File: src/rtl/mc_ctrl.sv
// Multi-cycle MIPS-subset control unit: a Moore FSM that steps each instruction through
// fetch, decode, execute/memory, and writeback. It drives datapath enables and selects.
module mc_ctrl #(
    parameter int unsigned IF_WAIT = 0
) (
    input  logic        clk,
    input  logic        rst,
    input  logic [31:0] instr,
    output logic        pcwr,
    output logic        irwr,
    output logic [1:0]  npc_sel,
    output logic        regwr,
    output logic [1:0]  regdst,
    output logic [1:0]  wdsel,
    output logic        alusrc,
    output logic [1:0]  aluop,
    output logic        extop,
    output logic        memwr,
    output logic        ncond,
    output logic        illegal,
    output logic [3:0]  state
);
    localparam logic [3:0] S_IF  = 4'd0;
    localparam logic [3:0] S_DCD = 4'd1;
    localparam logic [3:0] S_EXE = 4'd2;
    localparam logic [3:0] S_WB  = 4'd3;
    localparam logic [3:0] S_MA  = 4'd4;
    localparam logic [3:0] S_MR  = 4'd5;
    localparam logic [3:0] S_MW  = 4'd6;
    localparam logic [3:0] S_LWB = 4'd7;
    localparam logic [3:0] S_BR  = 4'd8;
    localparam logic [3:0] S_JMP = 4'd9;

    localparam logic [5:0] OP_RTYPE = 6'b000000;
    localparam logic [5:0] OP_ORI   = 6'b001101;
    localparam logic [5:0] OP_LUI   = 6'b001111;
    localparam logic [5:0] OP_LW    = 6'b100011;
    localparam logic [5:0] OP_SW    = 6'b101011;
    localparam logic [5:0] OP_BEQ   = 6'b000100;
    localparam logic [5:0] OP_J     = 6'b000010;
    localparam logic [5:0] OP_JAL   = 6'b000011;
    localparam logic [5:0] FN_ADDU  = 6'b100001;
    localparam logic [5:0] FN_SUBU  = 6'b100011;
    localparam logic [5:0] FN_JR    = 6'b001000;

    localparam logic [3:0] WAIT_LAST = IF_WAIT[3:0];

    logic [3:0] state_reg, state_next;
    logic [3:0] cnt_reg, cnt_next;
    logic [5:0] op_reg, funct_reg;

    logic is_addu, is_subu, is_ori, is_lui, is_lw, is_sw, is_beq, is_j, is_jal, is_jr;
    logic fetch_done;
    logic [1:0] aluop_dec;
    logic alusrc_dec, extop_dec;

    // Everything after fetch decodes from the latched copy, so instr may change freely.
    assign is_addu = (op_reg == OP_RTYPE) && (funct_reg == FN_ADDU);
    assign is_subu = (op_reg == OP_RTYPE) && (funct_reg == FN_SUBU);
    assign is_jr   = (op_reg == OP_RTYPE) && (funct_reg == FN_JR);
    assign is_ori  = (op_reg == OP_ORI);
    assign is_lui  = (op_reg == OP_LUI);
    assign is_lw   = (op_reg == OP_LW);
    assign is_sw   = (op_reg == OP_SW);
    assign is_beq  = (op_reg == OP_BEQ);
    assign is_j    = (op_reg == OP_J);
    assign is_jal  = (op_reg == OP_JAL);

    assign fetch_done = (state_reg == S_IF) && (cnt_reg == WAIT_LAST);

    assign aluop_dec  = (is_subu || is_beq) ? 2'b01 :
                        is_ori ? 2'b10 :
                        is_lui ? 2'b11 : 2'b00;
    assign alusrc_dec = is_ori || is_lui || is_lw || is_sw;
    assign extop_dec  = is_lw || is_sw || is_beq;

    always_comb begin
        state_next = state_reg;
        cnt_next   = cnt_reg;
        case (state_reg)
            S_IF: begin
                if (fetch_done) begin
                    state_next = S_DCD;
                    cnt_next   = 4'd0;
                end else begin
                    cnt_next = cnt_reg + 4'd1;
                end
            end
            S_DCD: begin
                if (is_addu || is_subu || is_ori || is_lui) state_next = S_EXE;
                else if (is_lw || is_sw)                    state_next = S_MA;
                else if (is_beq)                            state_next = S_BR;
                else if (is_j || is_jal || is_jr)           state_next = S_JMP;
                else                                        state_next = S_IF;
            end
            S_EXE:   state_next = S_WB;
            S_MA:    state_next = is_lw ? S_MR : S_MW;
            S_MR:    state_next = S_LWB;
            default: state_next = S_IF;
        endcase
    end

    always_ff @(posedge clk or posedge rst) begin
        if (rst) begin
            state_reg <= S_IF;
            cnt_reg   <= 4'd0;
            op_reg    <= 6'd0;
            funct_reg <= 6'd0;
        end else begin
            state_reg <= state_next;
            cnt_reg   <= cnt_next;
            if (fetch_done) begin
                op_reg    <= instr[31:26];
                funct_reg <= instr[5:0];
            end
        end
    end

    always_comb begin
        pcwr    = 1'b0;
        irwr    = 1'b0;
        npc_sel = 2'b00;
        regwr   = 1'b0;
        regdst  = 2'b00;
        wdsel   = 2'b00;
        alusrc  = 1'b0;
        aluop   = 2'b00;
        extop   = 1'b0;
        memwr   = 1'b0;
        illegal = 1'b0;
        case (state_reg)
            // Gated by rst so a zero-wait fetch does not assert irwr while held in reset.
            S_IF:  irwr = fetch_done && !rst;
            S_DCD: illegal = !(is_addu || is_subu || is_ori || is_lui || is_lw || is_sw ||
                               is_beq || is_j || is_jal || is_jr);
            S_EXE, S_MA, S_MR: begin
                alusrc = alusrc_dec;
                aluop  = aluop_dec;
                extop  = extop_dec;
            end
            S_WB: begin
                pcwr   = 1'b1;
                regwr  = 1'b1;
                regdst = (is_addu || is_subu) ? 2'b01 : 2'b00;
                alusrc = alusrc_dec;
                aluop  = aluop_dec;
                extop  = extop_dec;
            end
            S_LWB: begin
                pcwr   = 1'b1;
                regwr  = 1'b1;
                wdsel  = 2'b01;
                alusrc = alusrc_dec;
                aluop  = aluop_dec;
                extop  = extop_dec;
            end
            S_MW: begin
                pcwr   = 1'b1;
                memwr  = 1'b1;
                alusrc = alusrc_dec;
                aluop  = aluop_dec;
                extop  = extop_dec;
            end
            S_BR: begin
                pcwr    = 1'b1;
                npc_sel = 2'b01;
                aluop   = aluop_dec;
                extop   = extop_dec;
            end
            S_JMP: begin
                pcwr    = 1'b1;
                npc_sel = is_jr ? 2'b11 : 2'b10;
                if (is_jal) begin
                    regwr  = 1'b1;
                    regdst = 2'b10;
                    wdsel  = 2'b10;
                end
            end
            default: ;
        endcase
    end

    assign ncond = 1'b0;
    assign state = state_reg;
endmodule

File: config.mk
export PLATFORM = sky130hd
export DESIGN_NAME = mc_ctrl
export DESIGN_NICKNAME = d
export VERILOG_FILES = /design/src/rtl/mc_ctrl.sv
export SDC_FILE = /design/constraint.sdc
export NUM_CORES = 1
export LEC_CHECK = 0
export BUFFER_PORTS_ARGS = -buffer_cell sky130_fd_sc_hd__buf_2
export CORE_MARGIN = 10
export CORE_UTILIZATION = 30
export DETAILED_ROUTE_END_ITERATION = 12
export REMOVE_ABC_BUFFERS = 1
export SLEW_MARGIN = 30
export SYNTH_ARGS = -nofsm -noshare
export SYNTH_HDL_FRONTEND = slang
export SYNTH_SLANG_ARGS = --single-unit
File: constraint.sdc
create_clock -name clk -period 2.4 [get_ports clk]
set_clock_uncertainty 0.1 [all_clocks]
set_input_delay 0.48 -clock clk [delete_from_list [all_inputs] [get_ports clk]]
set_output_delay 0.48 -clock clk [all_outputs]
set_load 0.01 [all_outputs]
==> results.toml, run 1 <==
[status]
status = "finished, final reports clean"

[min_path]
hold_path_class = "input port to asynchronous set/reset pin"

[sta]
setup-tns-final_ns = 0
drv_slew = 0
slew_headroom = 0.494
period_share = 0.956
final_hold_viol_count = 0
finalCriticalPeriod_ns = 2.29
setup_viol = 0
worstMarginPinSlew_ns = 0.759
fmax_mhz = 436
rsz0062_at_grt = "yes"

[synth]
synth_common_cells = "20 x dfrtp_1, 11 x nor2_1, 9 x mux2_4, 9 x nor3_1, 8 x inv_1"
synthDominantCellAreaShare = 0.385
syn_area_um2 = 1300
synthTopCellsByArea = "dfrtp_1 38%, mux2_4 10%, nor3_1 3.5%"
yosys_register_bits = 20
ys_seq_area_frac = 0.385
netlist_instances = 130
synth_warnings = 0
syn_area_per_cell_um2 = 10.0
synthArstFlopShare = 1.00
synth_area_leader_cell = "dfrtp_1"
synth_ff_type = "dfrtp_1"
synth_cell_types = 42
yosysMostFrequentCell = "dfrtp_1"
synth_edf_count = 0

[final_layout]
nNetsFinal = 210
multi_input_area_um2 = 736
diodes = 0
nFillCells = 424
syn2layout_area_growth_pct = 27.9
drive_gt1_frac = 0.451
seqCellArea_um2 = 508

[global_route]
antenna_found_initial = 0
track_usage = 0.0878
grt_max_degree = 21
grt.overflow.total = 0
first_global_vias = 1111
grt_pass1_wl_um = 5380

[clock_network]
cts_sinks = 20
cts-root-buf = "clkbuf_8"
cts_tree = "yes"
clk-insertion-delay-late_ns = 0.26
cts_buffer_depth = 2
cts.clk_slew.worst_paths_ns = 0.07
ctsHtreeMaxLevel = 1
cts_hold_buffers = 0
cts_buffers = 3

[route]
viasPerCell = 5.05
wl_per_cell_um = 15.2
drc = 0
firstDrtPassIters = 4
drt_wl_total_um = 3390
postRouteAntennaNets = 0
vias = 1126
dr.first_iter.drc_count = 40

[setup_path]
endpoint_kind = "output port"
cp_max_fo = 6
start_kind = "flop"
worstSetupPathType = "flop to output port"
critPathRequiredTime_ns = 1.82
crit_arrival_ns = 1.71

[pwr]
p_total_mw = 1.94
p_leak_nw = 0.799
vdd_drop_max_mv = 0.644
p_per_area_nw_per_um2 = 1170

[die]
core_area_um2 = 4090
floorplan.initialDensity = 0.318
dieArea_um2 = 7370
io_pins = 54
row_count = 23
die_h_um = 85.9
die_x_um = 85.9

[run]
drv_cap = 0

[placed_design]
port-buffer-count = 32
hpwl_um = 2630
gp_congestion = 0.769
[cell families (layout without fill, tap and decap cells)]
family | after synthesis | in the layout | share of synthesized area
buffers and inverters | 16 | 59 | 0.0567
flip-flops | 20 | 20 | 0.385
other | 1 | 1 | 0.00288
XOR/XNOR | 1 | 1 | 0.00673
AND/OR/NAND/NOR | 57 | 57 | 0.285
adder cells (fa/ha/maj) | 2 | 2 | 0.0192
AO/OA/AOI/OAI | 21 | 21 | 0.115
multiplexers | 12 | 12 | 0.130
[timing repair]
| item | 4_1_cts | 5_1_grt |
|---|---|---|
| pin swaps | 1 | 2 |
| buffers inserted | 2 | 8 |
| endpoints found under the setup margin | 1 | 4 |
| resized for setup | 0 | 8 |
| cloned | 0 | 0 |
[final timing paths]
kind,from,cells past startpoint,endpoint,slack [ns]
worst max-delay path,op_reg[5],5,regdst[0],0.11
worst min-delay path,rst,2,funct_reg[4],0.25
worst max register to register,state[1],4,op_reg[2],0.48
worst min register to register,cnt_reg[3],1,cnt_reg[3],0.42
max in group asynchronous,rst,2,state[3],1.42
min in group clk,instr[3],2,funct_reg[3],0.34
[worst max-delay path, stage by stage, from the launching register on]
cell and delay, ns:
dfrtp_2 0.46, nor4_4 0.30, nand4_1 0.19, buf_4 0.18, nor3_1 0.16, buf_2 0.16
[routing by layer]
metal	global-route usage	routed length, um
met1	0.111	1540
met2	0.139	1620
met3	0.0293	177
met4	0.0225	54
met5	0	0
[metrics by stage]
stage               setup WS [ns]   util  hold slack, ns  cells  instance area [um^2]
floorplan                   0.314      -           0.344    122                  1260
global placement            0.300  0.371           0.381    209                  1520
detailed placement          0.285  0.371           0.411    209                  1520
CTS                        0.0403  0.389           0.283    215                  1590
global route             -0.00231  0.407           0.334    223                  1660
finish                      0.106  0.407           0.253    223                  1660
[layout by cell type, fill, tap and decap left out, types with 2 or more instances in the layout]
master,netlist,final
a211o_1,2,2
nor3_1,9,9
nor4_4,2,2
a21o_1,2,2
dfrtp_2,0,6
nand3_1,3,3
clkbuf_8,0,4
nor2_1,11,10
mux2_2,3,3
ha_1,2,2
and3_1,2,2
a31oi_1,2,2
nand4_1,3,3
and4_1,2,2
mux2_4,9,9
nand2b_1,2,2
nor4b_2,1,2
o21ai_0,5,5
buf_2,2,32
inv_1,8,8
buf_4,1,15
nor2b_1,4,4
o21a_1,2,2
a21oi_1,3,3
dfrtp_1,20,14
nand3b_1,4,4
nand2_1,6,6
[power by group]
part	switching (mW)	internal (mW)	total, mW
clock network	0.109	0.146	0.255
logic	0.438	0.544	0.981
registers	0.233	0.475	0.708
[layout make-up]
type	instances	area share
multi-input combinational	94	0.442
timing repair buffer	47	0.164
inverter	8	0.0180
tap	50	0.0376
sequential	20	0.305
clock buffer	4	0.0331
(Power assumes the default switching activity.)
==> run 2: changes to the inputs <==
- SETUP_SLACK_MARGIN: default -> 0.15
==> run 2 against run 1 <==
Net effect: utilization is 1.1 points higher; worst hold slack gained 0.0030 ns; via count is 0.98% higher; global-route usage is 0.27 points higher; sequential power increased by 2%; setup slack improved by 0.054 ns; combinational power is 6% higher; flip-flop and latch count stayed put; die area unchanged; power grew 3.4%; largest power group unchanged; design area up 2.7%; clock power hardly changed.
==> results.toml, run 2 (synthesis gave the netlist of run 1 again) <==
[status]
status = "finished, final reports clean"

[min_path]
hold_path_class = "input port to asynchronous set/reset pin"

[global_route]
first_global_vias = 1147
grt.overflow.total = 0
track_usage = 0.0905
grt_max_degree = 21
antenna_found_initial = 0
grt_pass1_wl_um = 5550

[final_layout]
instances_no_fill = 223
drive_gt1_frac = 0.491
final_common_cell = "buf_2"
final_area_um2 = 1710
nNetsFinal = 210
diodes = 0
final_cell_mix = "32 x buf_2, 15 x buf_4, 13 x dfrtp_1, 9 x mux2_4, 9 x nor2_1"
nFillCells = 411
syn2layout_area_growth_pct = 31.3

[pwr]
seq_power_share = 0.358
p_sw_frac = 0.411
p_per_area_nw_per_um2 = 1180
p_leak_nw = 0.811
p_int_mw = 1.18
power.switching_mw = 0.826
vdd_drop_max_mv = 0.650
combPwrFrac = 0.515
p_clk_frac = 0.127

[die]
floorplan.initialDensity = 0.318
die_h_um = 85.9
io_pins = 54
dieArea_um2 = 7370
core_area_um2 = 4090
die_x_um = 85.9
row_count = 23

[sta]
slew_headroom = 0.489
worstMarginPinSlew_ns = 0.765
rsz0062_at_grt = "yes"
final_hold_viol_count = 0
hold_ws_ns = 0.256
setup-tns-final_ns = 0
finalCriticalPeriod_ns = 2.24
fmax_mhz = 447
period_share = 0.933
setup_viol = 0
drv_slew = 0

[setup_path]
start_kind = "flop"
path_cells = "buf_4 > nand3b_1 > a211o_1 > nor3_1 > buf_2"
crit_slowest_cell = "dfrtp_2"
cp_max_fo = 5
cp_top_family = "flip-flops"
crit_cells = 5
crit_path_max_incr_delay_ns = 0.43
critPathRequiredTime_ns = 1.82
reg2regPathDepth = 5
crit_arrival_ns = 1.66
cp.buffers_inverters = 2
endpoint_kind = "output port"
worstSetupPathType = "flop to output port"

[route]
drt_wl_total_um = 3530
wl_met1_um = 1550
wl_per_cell_um = 15.8
viasPerCell = 5.10
dr.first_iter.drc_count = 41
postRouteAntennaNets = 0
routed-wl-met3_um = 186
dr_wl_met2_um = 1760
firstDrtPassIters = 4
dr.max_layer_used = "met4"
vias = 1137
drc = 0

[clock_network]
cts.clk_slew.worst_paths_ns = 0.07
cts_buffers = 3
cts_tree = "yes"
clk-insertion-delay-late_ns = 0.26
cts_buffer_depth = 2
cts_sinks = 20
ctsHtreeMaxLevel = 1
cts_hold_buffers = 0
cts-root-buf = "clkbuf_8"

[placed_design]
placed_area_um2 = 1520
gp_congestion = 0.769
port-buffer-count = 32
hpwl_um = 2630
post-place-cells = 209

[run]
drv_cap = 0
-- run 2: cell counts in the layout (fill, tap and decap cells not counted) --
Identical to the previous run, type by type.
-- run 2: layer usage --
metal,vias up,GRT usage
li1,554,-
met5,-,0
met3,5,0.0312
met1,545,0.110
met4,0,0.0225
met2,33,0.148
-- run 2: path summary, 6_finish.rpt --
kind / startpoint / to / slack (ns)
min: rst / funct_reg[0] / 0.26
min reg2reg: cnt_reg[3] / cnt_reg[3] / 0.42
max reg2reg: state[2] / op_reg[3] / 0.56
min in group clk: instr[3] / funct_reg[3] / 0.34
max: op_reg[2] / alusrc / 0.16
max in group asynchronous: rst / state[3] / 1.41
-- run 2: power groups by stage --
stage	logic (mW)	clock network, mW	registers (mW)
6_report	1.04	0.254	0.720
5_1_grt	1.12	0.282	0.745
2_1_floorplan	0.625	0	0.669
3_5_place_dp	0.864	0	0.708
4_1_cts	0.946	0.261	0.695
3_3_place_gp	0.835	0	0.693
-- run 2: stage by stage --
step / setup WS (ns) / power [mW] / utilization
2_1_floorplan: 0.314 / 1.29 / -
3_3_place_gp: 0.300 / 1.53 / 0.371
3_5_place_dp: 0.285 / 1.57 / 0.371
4_1_cts: 0.145 / 1.90 / 0.401
5_1_grt: 0.0532 / 2.15 / 0.418
6_report: 0.161 / 2.01 / 0.418
-- run 2: final cells by class --
class	instances	area [um^2]	share of cell area
multi-input combinational	94	779	0.456
tap	50	62.6	0.0366
timing repair buffer	47	273	0.160
sequential	20	509	0.298
inverter	8	30.0	0.0176
clock buffer	4	55.1	0.0322
-- run 2: timing repair --
| action | CTS | global route |
|---|---|---|
| pin swaps | 2 | 8 |
| setup endpoints to repair | 8 | 9 |
| resized for setup | 8 | 10 |
| setup buffers | 6 | 4 |
==> run 3: changes to the inputs <==
==> constraint.sdc (replaced) <==
create_clock -name clk -period 2.4 [get_ports clk]
set_clock_uncertainty 0.1 [all_clocks]
set_input_delay 0.24 -clock clk [delete_from_list [all_inputs] [get_ports clk]]
set_output_delay 0.24 -clock clk [all_outputs]
set_load 0.01 [all_outputs]
==> run 3 against run 2 <==
Net effect: via count shrank 4.6%; worst hold slack lost 0.24 ns; cell count shrank 4.0%; clock-buffer cell count shrank 1; non-clock buffer count shrank 9; critical path type unchanged; largest cell class unchanged; largest power group unchanged.
==> results.toml, run 3 (synthesis gave the netlist of run 1 again) <==
[global_route]
track_usage = 0.0904
antenna_found_initial = 0
grt_pass1_wl_um = 5440
grt.overflow.total = 0
use_met3 = 0.0265
first_global_vias = 1151
use_met2 = 0.145
grt_max_degree = 21
met1_usage = 0.106
busiest_layer = "met2"

[clock_network]
ctsHtreeMaxLevel = 1
cts-root-buf = "clkbuf_8"
cts_buffers = 3
clk-insertion-delay-late_ns = 0.27
cts.clk_slew.worst_paths_ns = 0.08
cts_hold_buffers = 0
cts_tree = "yes"
cts_sinks = 20
cts_buffer_depth = 2

[min_path]
hold_path_class = "input port to asynchronous set/reset pin"

[sta]
fmax_mhz = 464
setup-tns-final_ns = 0
rsz0062_at_grt = "no"
drv_slew = 0
worstMarginPinSlew_ns = 0.776
final_hold_viol_count = 0
hold_ws_ns = 0.0114
setup_viol = 0
period_share = 0.898
slew_headroom = 0.482
finalCriticalPeriod_ns = 2.16

[pwr]
p_total_mw = 1.91
vdd_drop_max_mv = 0.540
p_leak_nw = 0.766
p_per_area_nw_per_um2 = 1190
power.switching_mw = 0.748
combPwrFrac = 0.450
seq_power_share = 0.371
p_clk_frac = 0.179
p_sw_frac = 0.392
p_int_mw = 1.16

[setup_path]
worstSetupPathType = "flop to output port"
r2r_slack_ns = 0.67
reg2regPathDepth = 6
endpoint_kind = "output port"
reg2reg_from = "cnt_reg[0]"
worstReg2RegEnd = "op_reg[4]"
cp_max_fo = 8
critPathRequiredTime_ns = 2.06
start_kind = "flop"
crit_arrival_ns = 1.82
timing.critical_path.from = "op_reg[4]"
cp-endpoint = "aluop[0]"

[die]
floorplan.initialDensity = 0.318
row_count = 23
die_x_um = 85.9
die_h_um = 85.9
io_pins = 54
core_area_um2 = 4090
dieArea_um2 = 7370

[route]
vias = 1085
viasPerCell = 5.07
drc = 0
wl_per_cell_um = 15.1
firstDrtPassIters = 4
drt_wl_total_um = 3220
dr.first_iter.drc_count = 76
postRouteAntennaNets = 0

[status]
status = "finished, final reports clean"

[placed_design]
gp_congestion = 0.775
port-buffer-count = 32
hpwl_um = 2580

[final_layout]
final_common_cell = "buf_2"
nNetsFinal = 201
final_cell_mix = "32 x buf_2, 17 x dfrtp_1, 11 x nor2_1, 9 x mux2_4, 9 x nor3_1"
drive_gt1_frac = 0.390
diodes = 0
syn2layout_area_growth_pct = 23.0

[run]
drv_cap = 0
## run 3: worst min-delay path by stage
stage	startpoint	to	slack, ns	depth (start not counted)
detailed placement	rst	op_reg[1]	0.34	2
finish	rst	op_reg[1]	0.01	2
floorplan	rst	cnt_reg[0]	0.10	1
global route	rst	funct_reg[1]	0.09	2
global placement	rst	funct_reg[5]	0.31	2
CTS	rst	op_reg[1]	0.04	2
## run 3: layout make-up
type,instances,area [um^2]
Clock inverter,1,30.0
Clock buffer,3,41.3
Multi-Input combinational cell,94,727
Timing Repair Buffer,38,205
Tap cell,50,62.6
Inverter,8,30.0
Sequential cell,20,504
Fill cell,419,2490
## run 3: metrics by stage
| step | setup WS (ns) | utilization | cell area (um^2) | cells |
|---|---|---|---|---|
| global placement | 0.445 | 0.368 | 1500 | 207 |
| detailed placement | 0.441 | 0.368 | 1500 | 207 |
| global route | 0.157 | 0.392 | 1600 | 214 |
| finish | 0.244 | 0.392 | 1600 | 214 |
| CTS | 0.158 | 0.387 | 1580 | 212 |
| floorplan | 0.554 | - | 1260 | 122 |
## run 3: repair_timing
item	in CTS	in global routing
endpoints found under the hold margin	0	0
resized for setup	0	3
buffers inserted	1	2
pin swaps	2	2
setup endpoints to repair	1	5
## run 3: per-layer routing
layer	wire length, um	vias up
li1	-	538
met2	1550	40
met1	1390	500
met4	72	0
met5	0	-
met3	209	7
## run 3: power by group through the flow
stage | sequential [mW] | clock (mW) | combinational (mW)
floorplan | 0.669 | 0 | 0.625
global placement | 0.693 | 0 | 0.803
detailed placement | 0.708 | 0 | 0.823
CTS | 0.700 | 0.350 | 0.832
global route | 0.743 | 0.365 | 0.950
finish | 0.708 | 0.342 | 0.858
## run 3: critical path, cell delays in order, from the launching register on
cell	delay, ns
dfrtp_2	0.48
nor4_4	0.32
nand4_1	0.25
o21a_1	0.24
nor2_1	0.11
buf_2	0.15
